--- src/rtl/clk_enable_pkg.sv ---
// ---------------------------------------------------------------------------
// clk_enable_pkg
// Shared constants for the clock-enable generator and its channels.
//   MAX_CH        : maximum number of channels a generator instance supports
//   DIV_DISABLED  : divisor value that switches a channel off
//   DIV_UART / DIV_RDCLK / DIV_ADC : common divisors for the downstream users
//   ch_sel_w()    : width of a channel-select field (never less than 1 bit)
// ---------------------------------------------------------------------------
package clk_enable_pkg;

  localparam int MAX_CH       = 16;
  localparam int DIV_DISABLED = 0;

  localparam int DIV_UART     = 9;
  localparam int DIV_RDCLK    = 18;
  localparam int DIV_ADC      = 50;

  function automatic int ch_sel_w(input int n);
    return (n > 1) ? $clog2(n) : 1;
  endfunction

endpackage

--- src/rtl/clk_enable_ch.sv ---
// ---------------------------------------------------------------------------
// clk_enable_ch
// One clock-enable channel: active divisor, shadow divisor with pending flag,
// free-running counter, single-cycle tick and 50 % square wave.
// Ports:
//   clk_i     : system clock
//   rst_i     : synchronous reset, active low
//   run_i     : lock-qualified enable; 0 holds the channel idle
//   sync_i    : restart the counter and apply any pending divisor now
//   wr_i      : divisor write strobe, already decoded for this channel
//   wr_div_i  : divisor to store in the shadow register
//   tick_o    : one-cycle enable strobe, period = div
//   wave_o    : square wave toggling on each tick, period = 2*div
// ---------------------------------------------------------------------------
module clk_enable_ch
  import clk_enable_pkg::*;
#(
  parameter int CNT_W   = 16,
  parameter int DEF_DIV = DIV_UART
) (
  input  logic             clk_i,
  input  logic             rst_i,
  input  logic             run_i,
  input  logic             sync_i,
  input  logic             wr_i,
  input  logic [CNT_W-1:0] wr_div_i,
  output logic             tick_o,
  output logic             wave_o
);

  localparam logic [CNT_W-1:0] DIS = CNT_W'(DIV_DISABLED);
  localparam logic [CNT_W-1:0] DEF = CNT_W'(DEF_DIV);
  localparam logic [CNT_W-1:0] ONE = CNT_W'(1);

  logic [CNT_W-1:0] div_q, div_d;
  logic [CNT_W-1:0] shadow_q, shadow_d;
  logic [CNT_W-1:0] cnt_q, cnt_d;
  logic             pend_q, pend_d;
  logic             tick_q, tick_d;
  logic             wave_q, wave_d;

  logic [CNT_W-1:0] shadow_eff;
  logic             pend_eff;
  logic             wrap;
  logic             restart;
  logic             take;

  always_comb begin
    // A write in this cycle is visible to the apply logic immediately, so a
    // write coinciding with sync (or with a wrap) takes effect right away.
    shadow_eff = wr_i ? wr_div_i : shadow_q;
    pend_eff   = pend_q | wr_i;

    wrap = (div_q != DIS) && (cnt_q == div_q - ONE);

    // Restart conditions hold the counter at 0 and let a pending divisor
    // load without waiting for a wrap. A pending divisor of 0 is applied at
    // once so that disabling a channel silences it on the next cycle.
    restart = !run_i || sync_i || (div_q == DIS) ||
              (pend_eff && (shadow_eff == DIS));

    take = pend_eff && (restart || wrap);

    shadow_d = shadow_eff;
    pend_d   = pend_eff && !take;
    div_d    = take ? shadow_eff : div_q;

    if (restart) begin
      cnt_d  = '0;
      tick_d = 1'b0;
      wave_d = 1'b0;
    end else if (wrap) begin
      cnt_d  = '0;
      tick_d = 1'b1;
      wave_d = ~wave_q;
    end else begin
      cnt_d  = cnt_q + ONE;
      tick_d = 1'b0;
      wave_d = wave_q;
    end
  end

  always_ff @(posedge clk_i) begin
    if (!rst_i) begin
      div_q    <= DEF;
      shadow_q <= DEF;
      pend_q   <= 1'b0;
      cnt_q    <= '0;
      tick_q   <= 1'b0;
      wave_q   <= 1'b0;
    end else begin
      div_q    <= div_d;
      shadow_q <= shadow_d;
      pend_q   <= pend_d;
      cnt_q    <= cnt_d;
      tick_q   <= tick_d;
      wave_q   <= wave_d;
    end
  end

  assign tick_o = tick_q;
  assign wave_o = wave_q;

endmodule

--- src/rtl/clk_enable_gen.sv ---
// ---------------------------------------------------------------------------
// clk_enable_gen
// Multi-channel clock-enable generator gated by the MMCM locked indication.
// Optional macro: CLKEN_LOCK_SYNC_EN -- when defined, locked_i passes through
// a 2-flop synchronizer before the active register (locked_i -> active_o
// becomes 3 cycles instead of 1).
// Ports:
//   clk_i     : system clock
//   rst_i     : synchronous reset, active low
//   locked_i  : MMCM locked; 0 holds all channels idle
//   sync_i    : single-cycle pulse that phase-aligns all channels
//   wr_en_i   : divisor write strobe
//   wr_ch_i   : channel targeted by the write (out-of-range is ignored)
//   wr_div_i  : new divisor, 0 disables the channel
//   tick_o    : per-channel one-cycle enable strobe
//   wave_o    : per-channel square wave
//   active_o  : registered lock-qualified enable
// ---------------------------------------------------------------------------
module clk_enable_gen
  import clk_enable_pkg::*;
#(
  parameter  int NUM_CH  = 4,
  parameter  int CNT_W   = 16,
  parameter  int DEF_DIV = DIV_UART,
  localparam int CH_W    = ch_sel_w(NUM_CH)
) (
  input  logic              clk_i,
  input  logic              rst_i,
  input  logic              locked_i,
  input  logic              sync_i,
  input  logic              wr_en_i,
  input  logic [CH_W-1:0]   wr_ch_i,
  input  logic [CNT_W-1:0]  wr_div_i,
  output logic [NUM_CH-1:0] tick_o,
  output logic [NUM_CH-1:0] wave_o,
  output logic              active_o
);

  logic active_q;
  logic active_d;
  logic run;

`ifdef CLKEN_LOCK_SYNC_EN
  logic [1:0] lock_sync_q;

  always_ff @(posedge clk_i) begin
    if (!rst_i) begin
      lock_sync_q <= 2'b00;
    end else begin
      lock_sync_q <= {lock_sync_q[0], locked_i};
    end
  end

  assign active_d = lock_sync_q[1];
`else
  assign active_d = locked_i;
`endif

  always_ff @(posedge clk_i) begin
    if (!rst_i) begin
      active_q <= 1'b0;
    end else begin
      active_q <= active_d;
    end
  end

  // Channels count only while active is high both now and next cycle. Using
  // the incoming value makes a lock loss clear the channels on the same edge
  // that drops active_o, so no tick escapes after the loss; requiring the
  // current value makes counting start from 0 in the first active cycle.
  assign run      = active_q & active_d;
  assign active_o = active_q;

  logic wr_ok;
  assign wr_ok = wr_en_i && (int'(wr_ch_i) < NUM_CH);

  for (genvar gi = 0; gi < NUM_CH; gi++) begin : g_ch
    logic wr_sel;
    assign wr_sel = wr_ok && (int'(wr_ch_i) == gi);

    clk_enable_ch #(
      .CNT_W   (CNT_W),
      .DEF_DIV (DEF_DIV)
    ) u_ch (
      .clk_i    (clk_i),
      .rst_i    (rst_i),
      .run_i    (run),
      .sync_i   (sync_i),
      .wr_i     (wr_sel),
      .wr_div_i (wr_div_i),
      .tick_o   (tick_o[gi]),
      .wave_o   (wave_o[gi])
    );
  end

endmodule

--- config.mk ---
export PLATFORM = sky130hd
export DESIGN_NAME = clk_enable_gen
export DESIGN_NICKNAME = d
export VERILOG_FILES = /design/src/rtl/clk_enable_pkg.sv /design/src/rtl/clk_enable_ch.sv /design/src/rtl/clk_enable_gen.sv
export SDC_FILE = /design/constraint.sdc
export NUM_CORES = 1
export LEC_CHECK = 0
export CORE_MARGIN = 2
export CORE_UTILIZATION = 60
export CTS_CLUSTER_DIAMETER = 60
export DETAILED_ROUTE_END_ITERATION = 7
export GPL_TIMING_DRIVEN = 0
export PLACE_DENSITY = 0.89
export SYNTH_ARGS = -nofsm -noshare
export SYNTH_HDL_FRONTEND = slang
export SYNTH_SLANG_ARGS = --single-unit
--- constraint.sdc ---
create_clock -name clk_i -period 4 [get_ports clk_i]
set_input_delay 1 -clock clk_i [delete_from_list [all_inputs] [get_ports clk_i]]
set_output_delay 1 -clock clk_i [all_outputs]
set_load 0.005 [all_outputs]
==> qor.yml <==
clock_network:
  clk_pin_slew_ps: 60
  numCtsBuffers: 22
  hold_buffers: 0
  post_cts_resized: 0
  clk_latency_ps: 510
  cts_tree: "done"
  cts_htree_levels: 1
  clockRootBuffer: "clkbuf_16"
  clk_path_buf_depth: 3
  post_cts_buffers: 0
  cts_sinks: 205
placement:
  dp.cells: 1545
  dp_hpwl_um: 19100
  port_buffers: 30
  gp_congestion: 0.939
synth:
  synthArstFlopShare_pct: 0
  ys.flop_type: "dfxtp_1"
  synthTopCellsByArea: "dfxtp_1 (38%), xnor2_1 (5.3%), xor2_1 (5.2%), nor2_1 (4.9%), nand3_1 (4.8%)"
  synth_top_area_share_pct: 37.9
  synth_mux_area_share_pct: 6.34
  synth_common_cells: "dfxtp_1 (205), nor2_1 (142), nand3_1 (104), nand2_1 (91), xnor2_1 (66)"
  yosys_register_bits: 205
  synth_edf_count: 0
  synth.avg_cell_area_um2: 8.41
  syn_area_um2: 10800
  netlist_instances: 1286
  yosysMostFrequentCell: "dfxtp_1"
  yosysWarnings: 0
  synth-simple-area-share_pct: 27.3
  seq_area_frac_synth_pct: 37.9
  synth-xor-area-share_pct: 10.7
  ys_types: 77
  yosysTopAreaCell: "dfxtp_1"
  synth_top_family_by_area: "simple AND/OR/NAND/NOR gates"
  synthAdderAreaFrac_pct: 0.926
  synth_compound_area_share_pct: 11.9
  synth_nets: 1317
global_route:
  grt-ovfl-total: 0
  antenna_found_initial: 0
  grt_pass1_wl_um: 44900
  grt_max_degree: 15
  track_usage_pct: 27.6
  first_global_vias: 9238
timing:
  fmax_ghz: 0.280
  slew_headroom_pct: 22.9
  rsz0062_at_grt: "false"
  tns_ps: 0
  finalClockSkew_ps: 15.4
  min_period_ps: 3570
  post-route-period-util_pct: 89.3
  report.final.slew_viol_count: 0
  hold_violations: 0
  finalSetupViolations: 0
  worst_slew_pin_slew_ps: 1140
final_layout:
  layout.nets: 1371
  layout.cells.non_filler: 1584
  drive_gt1_share_pct: 7.60
  area_delta_synth_final_pct: 12.1
  n_antenna_cell: 0
critical_path:
  crit_fanout: 10
  required_ps: 4360
  critical_path.cell_chain: "clkdlybuf4s50_1 > nor4_1 > nand4_1 > o21ai_0 > nor2_1 > o22ai_1 > clkbuf_1 > a22oi_1"
  arrival_ps: 3930
  cp-start-kind: "input pin"
  critical_path_class: "input pin to flip-flop"
  crit_path_max_incr_delay_ps: 610
  crit_path_end_kind: "flip-flop"
  crit_slowest_cell: "clkdlybuf4s50_1"
detailed_routing:
  drc: 0
  first_pass_iters: 6
  dr.first_iter.drc_count: 822
  wl_um: 26800
  final_antenna_net_count: 0
  via_per_inst: 6.05
  wl_per_cell_um: 16.9
  num_vias: 9576
die:
  top_level_ports: 32
  die_h_um: 138
  die_area_um2: 19100
  core_um2: 17800
  start_util_pct: 60.6
  rows: 49
  die_x_um: 138
power:
  power_density_nw_per_um2: 365
  p_leak_nw: 4.69
  irDropWorstVdd_mv: 0.394
run_status:
  outcome: "finished, final reports clean"
flow_run:
  maxCapViolCount: 0
worst_hold_path:
  hold_class: "flip-flop to flip-flop"
## metal layers
| metal | wire, um | share of wire, % | vias up | track usage (%) |
|---|---|---|---|---|
| met5 | 0 | 0 | - | 0 |
| met4 | 1070 | 4.0 | 0 | 10.7 |
| met3 | 1640 | 6.1 | 92 | 3.67 |
| met2 | 12800 | 48 | 347 | 47.7 |
| met1 | 11300 | 42 | 4473 | 35.2 |
| li1 | - | - | 4664 | - |
## layout by cell type, fill, tap and decap left out, types with 6 or more instances in the layout
master and instances:
nor4_1 28, mux2i_1 46, a22o_1 14, xnor2_1 66, or4_1 13, ha_1 8
dfxtp_1 205, o211a_1 6, o21ai_0 34, buf_1 6, clkbuf_16 23, a21oi_1 25
and2_1 21, clkbuf_8 6, clkdlybuf4s50_1 30, clkbuf_1 48, or3_1 11, buf_2 8
nor2_1 142, o221ai_1 15, nand3_1 104, inv_1 51, nand2_1 91, nand4_1 22
or2_2 7, and3_1 19, nand2b_1 22, xor2_1 64, mux2_2 20, buf_4 9
nor2b_1 8, nor3_1 57, nand3b_1 7, a2bb2oi_1 14
## path summary, 6_finish.rpt
check / startpoint / slack, ps / to / cells past startpoint
worst max-delay path: wr_div_i[2] / 430 / g_ch[3].u_ch.div_q[3] / 8
worst min-delay path: g_ch[3].u_ch.shadow_q[9] / 490 / g_ch[3].u_ch.shadow_q[9] / 2
worst max register to register: g_ch[3].u_ch.div_q[0] / 480 / g_ch[3].u_ch.div_q[3] / 10
worst min register to register: g_ch[3].u_ch.shadow_q[9] / 490 / g_ch[3].u_ch.shadow_q[9] / 2
## cells by family (layout without fill, tap and decap cells)
kind of cell	after synthesis	after routing
AND/OR/NAND/NOR	580	580
multiplexers	66	66
adder cells (fa/ha/maj)	8	8
XOR/XNOR	131	131
AO/OA/AOI/OAI	172	172
buffers and inverters	124	193
flip-flops	205	205
## final cells by class
class	instances	area (um2)
repair buffers	30	300
well taps	229	287
plain buffers	72	332
inverters	52	195
clock inverters	7	51.3
flip-flops and latches	205	4100
clock buffers	32	669
fillers	1393	5720
multi-input cells	957	6180
## state kept, by name, summed over array words and instances (netlist names)
name                cells
g_ch.u_ch.wave_o        4
g_ch.u_ch.shadow_q     64
active_o                1
g_ch.u_ch.pend_q        4
g_ch.u_ch.div_q        64
g_ch.u_ch.tick_o        4
g_ch.u_ch.cnt_q        64
## through the flow
step | instance area (um2) | hold slack (ps) | util (%) | power [mW] | setup slack [ps]
after floorplan | 10800 | 452 | - | 2.34 | 1020
after global routing | 12100 | 518 | 67.9 | 4.54 | 133
after global placement | 11400 | 469 | 63.9 | 2.43 | 201
after detailed placement | 11400 | 474 | 63.9 | 2.44 | 101
final | 12100 | 490 | 67.9 | 4.42 | 427
after CTS | 12100 | 483 | 67.9 | 4.42 | 551
## critical path, delay by kind of cell
| kind | cells | cell delay (ps) |
|---|---|---|
| simple gates | 3 | 910 |
| compound gates | 3 | 970 |
| buf+inv | 2 | 1030 |
## power breakdown
group          switching [mW]  internal (mW)
clock                   0.846           1.17
combinational           0.189          0.115
sequential             0.0276           2.07
Power figures use the tool's default switching activity.
==> variant 1: new RTL, same flow settings <==
Add an input register stage for `sync_i`, `wr_en_i`, `wr_ch_i` and `wr_div_i`; this delays them by one clock. The other inputs are not delayed to match. Comments in the files are not updated.
--- a/src/rtl/clk_enable_gen.sv
+++ b/src/rtl/clk_enable_gen.sv
@@ -37,4 +37,16 @@
 );
 
+  logic sync_q;
+  logic wr_en_q;
+  logic [CH_W-1:0] wr_ch_q;
+  logic [CNT_W-1:0] wr_div_q;
+
+  always_ff @(posedge clk_i) begin
+    sync_q   <= sync_i;
+    wr_en_q  <= wr_en_i;
+    wr_ch_q  <= wr_ch_i;
+    wr_div_q <= wr_div_i;
+  end
+
   logic active_q;
   logic active_d;
@@ -73,9 +85,9 @@
 
   logic wr_ok;
-  assign wr_ok = wr_en_i && (int'(wr_ch_i) < NUM_CH);
+  assign wr_ok = wr_en_q && (int'(wr_ch_q) < NUM_CH);
 
   for (genvar gi = 0; gi < NUM_CH; gi++) begin : g_ch
     logic wr_sel;
-    assign wr_sel = wr_ok && (int'(wr_ch_i) == gi);
+    assign wr_sel = wr_ok && (int'(wr_ch_q) == gi);
 
     clk_enable_ch #(
@@ -86,7 +98,7 @@
       .rst_i    (rst_i),
       .run_i    (run),
-      .sync_i   (sync_i),
+      .sync_i   (sync_q),
       .wr_i     (wr_sel),
-      .wr_div_i (wr_div_i),
+      .wr_div_i (wr_div_q),
       .tick_o   (tick_o[gi]),
       .wave_o   (wave_o[gi])
Behaviour: not the same (Yosys sat finds a counterexample within 4 cycles, from zero or initial values and one cycle with rst_i low).
==> variant 1 against the unedited design <==
Sequential cell count rose by 20; design area rose by 2.1%; critical path depth rose by 3; total power rose by 8.1%; via count fell by 9.6%; critical endpoint is now g_ch[0].u_ch.cnt_q[9]; routed wire length fell by 5.1%; worst setup slack got worse by 230 ps; largest power group unchanged; area after synthesis rose by 1.7%; non-clock buffer count fell by 13; sequential share of layout area rose by 2.5 points.
==> variant 1: results (changes against the unedited design) <==
GRT
  • Vias in the first global route: 8740 (was 9238)
  • Met1 usage: 32.9% (was 35.2%)
  • First-pass GRT wire length: 42300 um (was 44900 um)
  • Routing usage on met3: 4.75% (was 3.67%)
  • Gr usage total: 25.9% (was 27.6%)

Route
  • M1 wire length: 10900 um (was 11300 um)
  • Routed len/inst: 17.4 um (was 16.9 um)
  • DR pass1 iterations: 5 (was 6)
  • Via/cell ratio: 5.92 (was 6.05)
  • Starting DRC count in detailed routing: 685 (was 822)

Critical path
  • Startpoint type of the worst setup path: flip-flop (was input pin)
  • Worst Reg-to-Reg Cells: 11 (was 10)
  • Critical R2R Capture: g_ch[0].u_ch.cnt_q[9] (was g_ch[3].u_ch.div_q[3])
  • Arrival time worst endpoint: 4200 ps (was 3930 ps)
  • Reg2reg setup slack: 200 ps (was 480 ps)
  • Worst r2r src: g_ch[0].u_ch.div_q[0] (was g_ch[3].u_ch.div_q[0])
  • Delay-heaviest family, CP: simple AND/OR/NAND/NOR gates (was buffers and inverters)

Worst hold path
  • Hold Path Cell Cnt: 1 (was 2)
  • Hold Path Sink: g_ch[3].u_ch.cnt_q[0] (was g_ch[3].u_ch.shadow_q[9])
  • Hold_sp: g_ch[3].u_ch.cnt_q[0] (was g_ch[3].u_ch.shadow_q[9])

Layout
  • Layout cell share with drive strength beyond 1: 10.8% (was 7.60%)
  • Clock buffers: 35 (was 32)
  • Sequential cell area share: 36.4% (was 33.9%)
  • NonClk Buf Share: 5.02% (was 5.21%)
  • Area occupied by multi-input gates: 0.00611 sq mm (was 0.00618 sq mm)
  • Multi-input gate count: 858 (was 957)
  • Plain + repair buffers: 89 (was 102)
  • Fin nets: 1247 (was 1371)
  • Clk cell area share: 6.38% (was 5.95%)

Timing
  • WHS: 510 ps (was 490 ps)
  • Slew HR: 44.4% (was 22.9%)
  • Clock skew: 14.3 ps (was 15.4 ps)

Power
  • Maximum VDD drop: 0.473 mV (was 0.394 mV)
  • LEAKAGE: 0.00491 uW (was 0.00469 uW)
  • Switching Share: 22.6% (was 24.1%)
  • Clock power share: 46.0% (was 45.5%)

Placement
  • DP Wirelength: 17800 um (was 19100 um)
  • Gp weighted congestion: 0.889 (was 0.939)
  • Dpl cells: 1419 (was 1545)
  • Placed cell area: 0.0116 sq mm (was 0.0114 sq mm)

Synth
  • Adder-cell share of the synthesized area: 0.910% (was 0.926%)
  • Sequential share of the synthesized area: 40.9% (was 37.9%)
  • Netlist cell types: 72 (was 77)
  • Top post-synthesis cells by count: dfxtp_1, nor2_1, xor2_1 (was dfxtp_1, nor2_1, nand3_1)
  • Mapped Nets: 1191 (was 1317)

Clock tree
  • CTS Sinks: 225 (was 205)

Outcome
  • Outcome: finished, final reports clean (unchanged)
variant 1: cell count changes after synthesis, sizes merged, moves of 32 or more:
cell   change
inv       -33
nor3      -32
nand3     -50
nand2     -39
and2      +43
nor2b     +53
mux2      +44
variant 1: through the flow:
step | util [%] | setup slack (ps) | total power (uW)
after detailed placement | 64.5 | -284 | 2620
after global placement | 64.5 | -98.9 | 2610
final | 68.9 | 196 | 4780
after CTS | 68.9 | 35.8 | 4800
after floorplan | - | 558 | 2530
after global routing | 68.9 | 20.0 | 4920
variant 1: power groups by stage:
| stage | sequential [uW] | combinational, uW | clock (uW) |
|---|---|---|---|
| floorplan | 2360 | 168 | 0 |
| finish | 2340 | 241 | 2200 |
| global placement | 2380 | 226 | 0 |
| global route | 2340 | 260 | 2320 |
| detailed placement | 2380 | 234 | 0 |
| CTS | 2330 | 238 | 2220 |
==> variant 2: new RTL, same settings <==
Made on the original files. The package constant `DIV_UART` goes from 9 to 4.
--- a/src/rtl/clk_enable_pkg.sv
+++ b/src/rtl/clk_enable_pkg.sv
@@ -12,5 +12,5 @@
   localparam int DIV_DISABLED = 0;
 
-  localparam int DIV_UART     = 9;
+  localparam int DIV_UART     = 4;
   localparam int DIV_RDCLK    = 18;
   localparam int DIV_ADC      = 50;
Formal check against the unedited RTL: not equivalent (Yosys sat finds a counterexample within 10 cycles, from zero or initial values and one cycle with rst_i low).
==> variant 2 against the unedited design <==
Count of clock-buffer cells in the layout fell by 6; design area grew 4.9%; clock skew fell by 8.5 ps; worst setup slack got worse by 220 ps; sequential cell count stayed put; utilization is 0.46 points higher; routed wire length increased by 4.9%; non-clock buffer count increased by 18; highest routed layer unchanged; area after synthesis is 4.1% higher; total power up 5.2%.
==> variant 2: results (changes against the unedited design) <==
Timing
  • Crit share post-route: 94.7% (was 89.3%)
  • Clock skew: 6.94 ps (was 15.4 ps)
  • Slew HR: 40.7% (was 22.9%)
  • WHS: 497 ps (was 490 ps)

Placement
  • Dpl ws: -592 ps (was 101 ps)
  • Dpl cells: 1608 (was 1545)
  • Port bufs: 30 (unchanged)
  • Placed cell area: 0.0118 sq mm (was 0.0114 sq mm)
  • DP Wirelength: 19800 um (was 19100 um)
  • Gp weighted congestion: 0.915 (was 0.939)

GRT
  • First-pass GRT wire length: 46400 um (was 44900 um)
  • Gr usage total: 27.8% (was 27.6%)
  • Met1 usage: 35.7% (was 35.2%)
  • Grt met2 use: 47.4% (was 47.7%)
  • Initial antenna violation count: 0 (unchanged)
  • Vias in the first global route: 9685 (was 9238)
  • Routing usage on met3: 4.35% (was 3.67%)

Clock tree
  • CTS H-tree lvls: 1 (unchanged)
  • Num CTS Buffers: 23 (was 22)

Synth
  • Top cell type's share of synthesized area: 36.5% (was 37.9%)
  • Sequential share of the synthesized area: 36.5% (was 37.9%)
  • Netlist cell types: 68 (was 77)
  • Asr flop ratio synth: 0% (unchanged)
  • Gate Count Post-Synth: 1344 (was 1286)
  • Ranking of synthesized cells by area: dfxtp_1, xor2_1, nand2_1, xnor2_1, nor2_1 (was dfxtp_1, xnor2_1, xor2_1, nor2_1, nand3_1)
  • Top post-synthesis cells by count: dfxtp_1, nand2_1, nor2_1 (was dfxtp_1, nor2_1, nand3_1)

Route
  • Total Wirelength: 28200 um (was 26800 um)
  • M1 wire length: 11800 um (was 11300 um)
  • Metal3 WL: 2030 um (was 1640 um)
  • Starting DRC count in detailed routing: 953 (was 822)
  • Via count: 10100 (was 9576)
  • WL met2: 13500 um (was 12800 um)
  • DR top layer: met4 (unchanged)
  • Via/cell ratio: 6.15 (was 6.05)

Layout
  • Layout cell share with drive strength beyond 1: 8.69% (was 7.60%)
  • Fin nets: 1429 (was 1371)
  • ANT cells: 0 (unchanged)
  • Filler instances: 1339 (was 1393)

Worst hold path
  • Hold Path Sink: g_ch[3].u_ch.wave_o (was g_ch[3].u_ch.shadow_q[9])
  • Hold_sp: g_ch[3].u_ch.wave_o (was g_ch[3].u_ch.shadow_q[9])
  • Hold WC Path Type: reg2reg (unchanged)

Power
  • P_clk: 2240 uW (was 2010 uW)
  • Switching Share: 23.6% (was 24.1%)
  • LEAKAGE: 0.00478 uW (was 0.00469 uW)
  • Power Dens Cells: 366 mW/mm^2 (was 365 mW/mm^2)
  • Maximum VDD drop: 0.254 mV (was 0.394 mV)
  • Logic pwr share: 6.5% (was 6.9%)

Critical path
  • Worst Reg-to-Reg Cells: 11 (was 10)
  • Arrival time worst endpoint: 4180 ps (was 3930 ps)
  • Largest stage delay, worst path: 510 ps (was 610 ps)
  • Crit path max-delay cell type: nor4b_1 (was clkdlybuf4s50_1)
  • Critical R2R Capture: g_ch[1].u_ch.div_q[6] (was g_ch[3].u_ch.div_q[3])
  • Worst r2r src: g_ch[1].u_ch.div_q[0] (was g_ch[3].u_ch.div_q[0])

Outcome
  • Outcome: finished, final reports clean (unchanged)
[variant 2: cell count changes after synthesis, moves of 13 or more]
cell	delta
clkbuf_1	+22
a22o_1	-14
nor2b_1	+43
a32o_1	+14
mux2_2	+13
and2_1	+17
a211o_1	+18
a2bb2oi_1	-13
o21ai_0	-20
a21boi_0	+15
nand3_1	-39
nand2_1	+62
nor2_1	-40
nand2b_1	-13
[variant 2: kinds of logic after synthesis]
group	synth area share, %
buf+inv	5.16
fa+ha+maj	0.889
compound gates	12.7
mux	6.33
simple gates	28.0
xor+xnor	10.5
flops	36.5
[variant 2: repair_timing]
item / in CTS / in global routing
resized for setup: 2 / 8
setup buffers: 0 / 0
setup endpoints to repair: 19 / 57
[variant 2: critical path: cells and delay by family, from the launching register on]
family,cells,cell delay (ps)
buffers and inverters,3,640
multiplexers,1,370
adder cells (fa/ha/maj),1,290
AND/OR/NAND/NOR,2,770
flip-flops,1,290
AO/OA/AOI/OAI,4,1310
[variant 2: final cells by class]
type	count	area [sq um]	area share, %
Buffer	90	402	3.16
Tap cell	234	293	2.30
Clock inverter	16	210	1.65
Timing Repair Buffer	30	300	2.36
Inverter	47	176	1.39
Clock buffer	26	607	4.77
Multi-Input combinational cell	1001	6620	52.1
Sequential cell	205	4100	32.3
[variant 2: worst max path at each step]
stage | to | cells after the start | startpoint
final | g_ch[1].u_ch.div_q[6] | 11 | g_ch[1].u_ch.div_q[0]
after global routing | g_ch[1].u_ch.pend_q | 11 | g_ch[1].u_ch.div_q[0]
after CTS | g_ch[2].u_ch.div_q[11] | 9 | wr_div_i[6]
after detailed placement | g_ch[2].u_ch.div_q[11] | 9 | wr_div_i[6]
after global placement | g_ch[2].u_ch.div_q[5] | 9 | wr_div_i[6]
after floorplan | g_ch[2].u_ch.div_q[10] | 8 | wr_div_i[6]
